--- src/rtl/irq_timer.sv ---
// irq_timer: 32-bit down-counting timer with one-shot / auto-reload modes,
// a three-word register file (CTRL, PRESET, COUNT) and a maskable interrupt.
module irq_timer (
  input  logic        clk,
  input  logic        reset,
  input  logic [1:0]  addr,
  input  logic        we,
  input  logic [31:0] din,
  output logic [31:0] dout,
  output logic        irq
);

  typedef enum logic [1:0] {
    S_IDLE = 2'd0,
    S_LOAD = 2'd1,
    S_CNT  = 2'd2,
    S_INT  = 2'd3
  } state_t;

  localparam logic [1:0] ADDR_CTRL   = 2'd0;
  localparam logic [1:0] ADDR_PRESET = 2'd1;
  localparam logic [1:0] ADDR_COUNT  = 2'd2;

  state_t      state, state_next;
  logic        ctrl_en;
  logic [1:0]  ctrl_mode;
  logic        ctrl_im;
  logic [31:0] preset;
  logic [31:0] count;
  logic        irq_flag;

  logic wr_ctrl, wr_preset, auto_reload;
  logic load_count, dec_count, expire, clr_en, clr_flag_reload;

  assign wr_ctrl     = we && (addr == ADDR_CTRL);
  assign wr_preset   = we && (addr == ADDR_PRESET);
  // MODE 1x behaves as one-shot; only 01 reloads.
  assign auto_reload = (ctrl_mode == 2'b01);

  // State register; a reset always parks the timer in IDLE until EN is set again.
  // NOTE: sequential state uses non-blocking (<=) so every flop samples pre-edge values.
  always_ff @(posedge clk or posedge reset) begin
    if (reset) state <= S_IDLE;
    else       state <= state_next;
  end

  // Next-state logic; a cleared EN outside IDLE wins over every other transition.
  // NOTE: default assignment first so no path through the block leaves state_next unassigned (no latch).
  always_comb begin
    state_next = state;
    if (!ctrl_en) begin
      state_next = S_IDLE;
    end else begin
      unique case (state)
        S_IDLE: state_next = S_LOAD;
        S_LOAD: state_next = S_CNT;
        S_CNT:  state_next = (count > 32'd1) ? S_CNT : S_INT;
        S_INT:  state_next = auto_reload ? S_LOAD : S_IDLE;
        default: state_next = S_IDLE;
      endcase
    end
  end

  // Per-state datapath strobes, all suppressed when EN is low so COUNT and the flag hold.
  always_comb begin
    load_count      = 1'b0;
    dec_count       = 1'b0;
    expire          = 1'b0;
    clr_en          = 1'b0;
    clr_flag_reload = 1'b0;
    if (ctrl_en) begin
      unique case (state)
        S_LOAD: load_count = 1'b1;
        S_CNT: begin
          dec_count = (count > 32'd1);
          expire    = (count <= 32'd1);
        end
        S_INT: begin
          clr_en          = !auto_reload;
          clr_flag_reload = auto_reload;
        end
        default: ;
      endcase
    end
  end

  // Registers: software writes override the one-shot EN clear, and an expiry
  // beats a simultaneous acknowledge so the event is never lost.
  always_ff @(posedge clk or posedge reset) begin
    if (reset) begin
      ctrl_en   <= 1'b0;
      ctrl_mode <= 2'b00;
      ctrl_im   <= 1'b0;
      preset    <= 32'd0;
      count     <= 32'd0;
      irq_flag  <= 1'b0;
    end else begin
      if (wr_ctrl) {ctrl_im, ctrl_mode, ctrl_en} <= din[3:0];
      else if (clr_en) ctrl_en <= 1'b0;

      if (wr_preset) preset <= din;

      if (load_count)     count <= preset;
      else if (dec_count) count <= count - 32'd1;
      else if (expire)    count <= 32'd0;

      if (expire) irq_flag <= 1'b1;
      else if (wr_ctrl || wr_preset || clr_flag_reload) irq_flag <= 1'b0;
    end
  end

  // Read mux; the reserved word reads zero.
  always_comb begin
    dout = 32'd0;
    unique case (addr)
      ADDR_CTRL:   dout = {28'd0, ctrl_im, ctrl_mode, ctrl_en};
      ADDR_PRESET: dout = preset;
      ADDR_COUNT:  dout = count;
      default:     dout = 32'd0;
    endcase
  end

  assign irq = irq_flag & ctrl_im;

endmodule

--- config.mk ---
export PLATFORM = sky130hd
export DESIGN_NAME = irq_timer
export DESIGN_NICKNAME = d
export VERILOG_FILES = /design/src/rtl/irq_timer.sv
export SDC_FILE = /design/constraint.sdc
export NUM_CORES = 1
export LEC_CHECK = 0
export CORE_MARGIN = 2
export CORE_UTILIZATION = 53
export DETAILED_ROUTE_END_ITERATION = 10
export GPL_TIMING_DRIVEN = 0
export PLACE_DENSITY_LB_ADDON = 0.12
export SYNTH_ARGS = -nofsm -noshare
export SYNTH_HDL_FRONTEND = slang
export SYNTH_SLANG_ARGS = --single-unit
--- constraint.sdc ---
create_clock -name clk -period 2.8 [get_ports clk]
set_clock_uncertainty 0.2 [all_clocks]
set_input_delay 0.7 -clock clk [delete_from_list [all_inputs] [get_ports clk]]
set_output_delay 0.7 -clock clk [all_outputs]
set_load 0.03 [all_outputs]
==> impl_results.md <==
* Status: complete, no violations
* Clock sink count at 71
* DR vias/cell at roughly 6.3
* Leakage at about 0.0021 uW
* DIE WIDTH at just under 90 um
* P_sw at between 1500 and 2000 uW
* CP dominant cell by count: or4_4
* Cell Pwr Density at between 800 and 900 nW/um2
* Seq pwr share at 0.397
* Async set-reset flop share out of synthesis at 1.00
* Placed insts at around 540
* Initial core utilization at 0.540
* Avg Cell Area, Syn at 10.3 um2
* Die height at just under 90 um
* RSZ-0062 raised after global routing: true
* Most frequent cells in the layout: dfrtp_1, clkdlybuf4s50_1, mux2_2
* Internal power at 2580 uW
* Vias in the first global route at roughly 3400
* Utilization after layout at 0.710
* Largest area contributor in the netlist: dfrtp_1
* CP Max Fanout at 6
* Leading cell type in the layout, fill and taps excluded: dfrtp_1
* Hold_ws at 0.320 ns
* Largest cells by area after synthesis: dfrtp_1, mux2_2, a22o_1
* Largest stage delay, worst path at slightly below 0.6 ns
* Synth warn at 0
* Maxcap violations at 0
* Initial DRT Pass Iterations at 5
* CP Launch Type: flip-flop
* Worst min-delay path category: flip-flop to flip-flop
* Antenna-violating nets left at 0
* WP data required at 2.83 ns
* Placed Area at 4720 um2
* Period minus WS final at approximately 2.8 ns
* Fin area at 5070 um2
* Congestion Overflow GR at 0
* Worst skew pair latency at about 0.35 ns
* N_diodes at 0
* Core Area at just over 7000 um2
* Root Buffer: clkbuf_8
* Dpl hpwl at roughly 7.6 mm
* CTS HTree Levels at 3
* Initial antenna violation count at 0
* Number of max-slew violations in the final report at 0
* DRC at 0
* Critical path cell sequence: or4_4 > or4_4 > nor3_4 > or2_1 > buf_6 > buf_8 > a311oi_1 > a221o_1
* Final setup vio count at 0
* Row cnt at 31
* Slew headroom at 0.362
* Via count at between 3000 and 4000
* Yosys top cell area share at 0.461
* Initial drt markers at around 320
* Ys flop type: dfrtp_1
* Die area at 7980 um2
* Critical path arrival at approximately 2.8 ns
* Gpl congestion at 0.949
* Crit Path Class: flip-flop to flip-flop
* Sw Ratio at 0.404
* Crit path max-delay cell type: or4_4
* Boundary Pins at 70
* Setup crit end kind: flip-flop
* Peak supply drop at 431 uV
* Total power at ~4300 uW
* Clock slew at reported path FFs at about 0.070 ns
* Seq/Total Area, Yosys at 0.461
* Hold Buf Count CTS at 0
* Final Non-Filler Cells at between 500 and 600
* Clock share of power at 0.200
* Fin crit share at 0.998
* Post-synth EDFFs at 0
* Port-buffer cells at 68
* Cell count after synthesis at 373
* TritonCTS buffer count at 9
* DRT Wirelength at roughly 12 mm
* Total track usage at 0.293
* Layout Nets at roughly 510
* Final Hold Viols at 0
* Area grow syn2layout at 31.3%
* First-pass GRT wire length at roughly 17 mm
* Combinational share of power at 0.403
* #FFs+latches synth at between 70 and 80
* Share of cells above drive strength 1 at 0.313
* Fill cell count at 586
* CTS Buffer Depth at 2
* Mapped cell area at 3860 um2
* Slew @ Worst Pin at approximately 0.95 ns
* Fmax at about 360 MHz
* Largest net degree at the start of global routing at 53
* CTS tree: built
* Distinct cells, synth at 50
* Mapped Nets at around 420
* WL/cell at about 20 um
## cell families after synthesis
family | after synthesis | synth area share
XOR/XNOR | 6 | 0.0136
flip-flops | 71 | 0.461
multiplexers | 38 | 0.110
buffers and inverters | 34 | 0.0376
adder cells (fa/ha/maj) | 6 | 0.0195
AND/OR/NAND/NOR | 105 | 0.147
AO/OA/AOI/OAI | 113 | 0.212
## sequential cells by signal, indices dropped and copies added (netlist names)
register   cells
irq_flag       1
count         32
ctrl_im        1
preset        32
ctrl_en        1
state          2
ctrl_mode      2
## synthesized netlist by cell type (all sizes together) (4+ instances only)
master	n
nand3	8
nor4	11
mux2	34
or3	7
buf	10
ha	6
a22o	28
o21ai	34
nor2	18
dfrtp	71
mux2i	4
nor3	13
nor2b	4
or2	4
xnor2	6
nand2	27
o211ai	6
a22oi	14
a21oi	5
a221o	6
clkbuf	16
inv	8
## cell type report
class / count / area [um2] / share of cell area
clock inverter: 3 / 40.0 / 0.00790
timing repair buffer: 82 / 689 / 0.136
inverter: 8 / 32.5 / 0.00642
sequential: 71 / 1780 / 0.351
tap: 99 / 124 / 0.0245
buffer: 25 / 211 / 0.0417
clock buffer: 13 / 169 / 0.0333
multi-input combinational: 268 / 2020 / 0.399
## power groups by stage
stage / clock, uW / sequential (uW) / combinational, uW
4_1_cts: 867 / 1690 / 1610
5_1_grt: 926 / 1760 / 1890
6_report: 867 / 1720 / 1740
3_5_place_dp: 0 / 1720 / 1610
2_1_floorplan: 0 / 1600 / 1160
3_3_place_gp: 0 / 1700 / 1560
## metal layers
| metal | part of all wire | track usage | vias up |
|---|---|---|---|
| met2 | 0.50 | 0.480 | 172 |
| met1 | 0.41 | 0.394 | 1806 |
| met5 | 0 | 0 | - |
| met3 | 0.074 | 0.0637 | 21 |
| met4 | 0.020 | 0.0828 | 0 |
| li1 | - | - | 1596 |
## per-stage QoR
stage / setup TNS [ns] / setup slack, ns
2_1_floorplan: 0 / 0.0342
3_3_place_gp: -129.94 / -1.26
3_5_place_dp: -45.12 / -1.26
4_1_cts: -0.000422 / -0.000422
5_1_grt: -0.315 / -0.0650
6_report: 0 / 0.00568
## worst max-delay path: cells and delay by family (launching register included)
kind            cells  cell delay, ns
simple gates        4            1.49
buf+inv             2            0.26
compound gates      2            0.34
flops               1            0.39
## what timing repair did
action	in CTS	in global routing
pin swaps	0	5
gates resized for setup	188	24
cloned	0	2
setup endpoints to repair	41	26
setup buffers	2	9
## final timing paths
path                       startpoint  slack, ns  cells after the start    endpoint
setup / recovery            count[17]      0.006                      8   count[24]
hold / removal               irq_flag       0.32                      2    irq_flag
setup reg to reg            count[17]      0.006                      8   count[24]
hold reg to reg              irq_flag       0.32                      2    irq_flag
max in group asynchronous       reset       1.39                      3   count[10]
min in group asynchronous       reset       0.44                      2  preset[27]
Note: power is estimated with default switching activity, not from simulation.
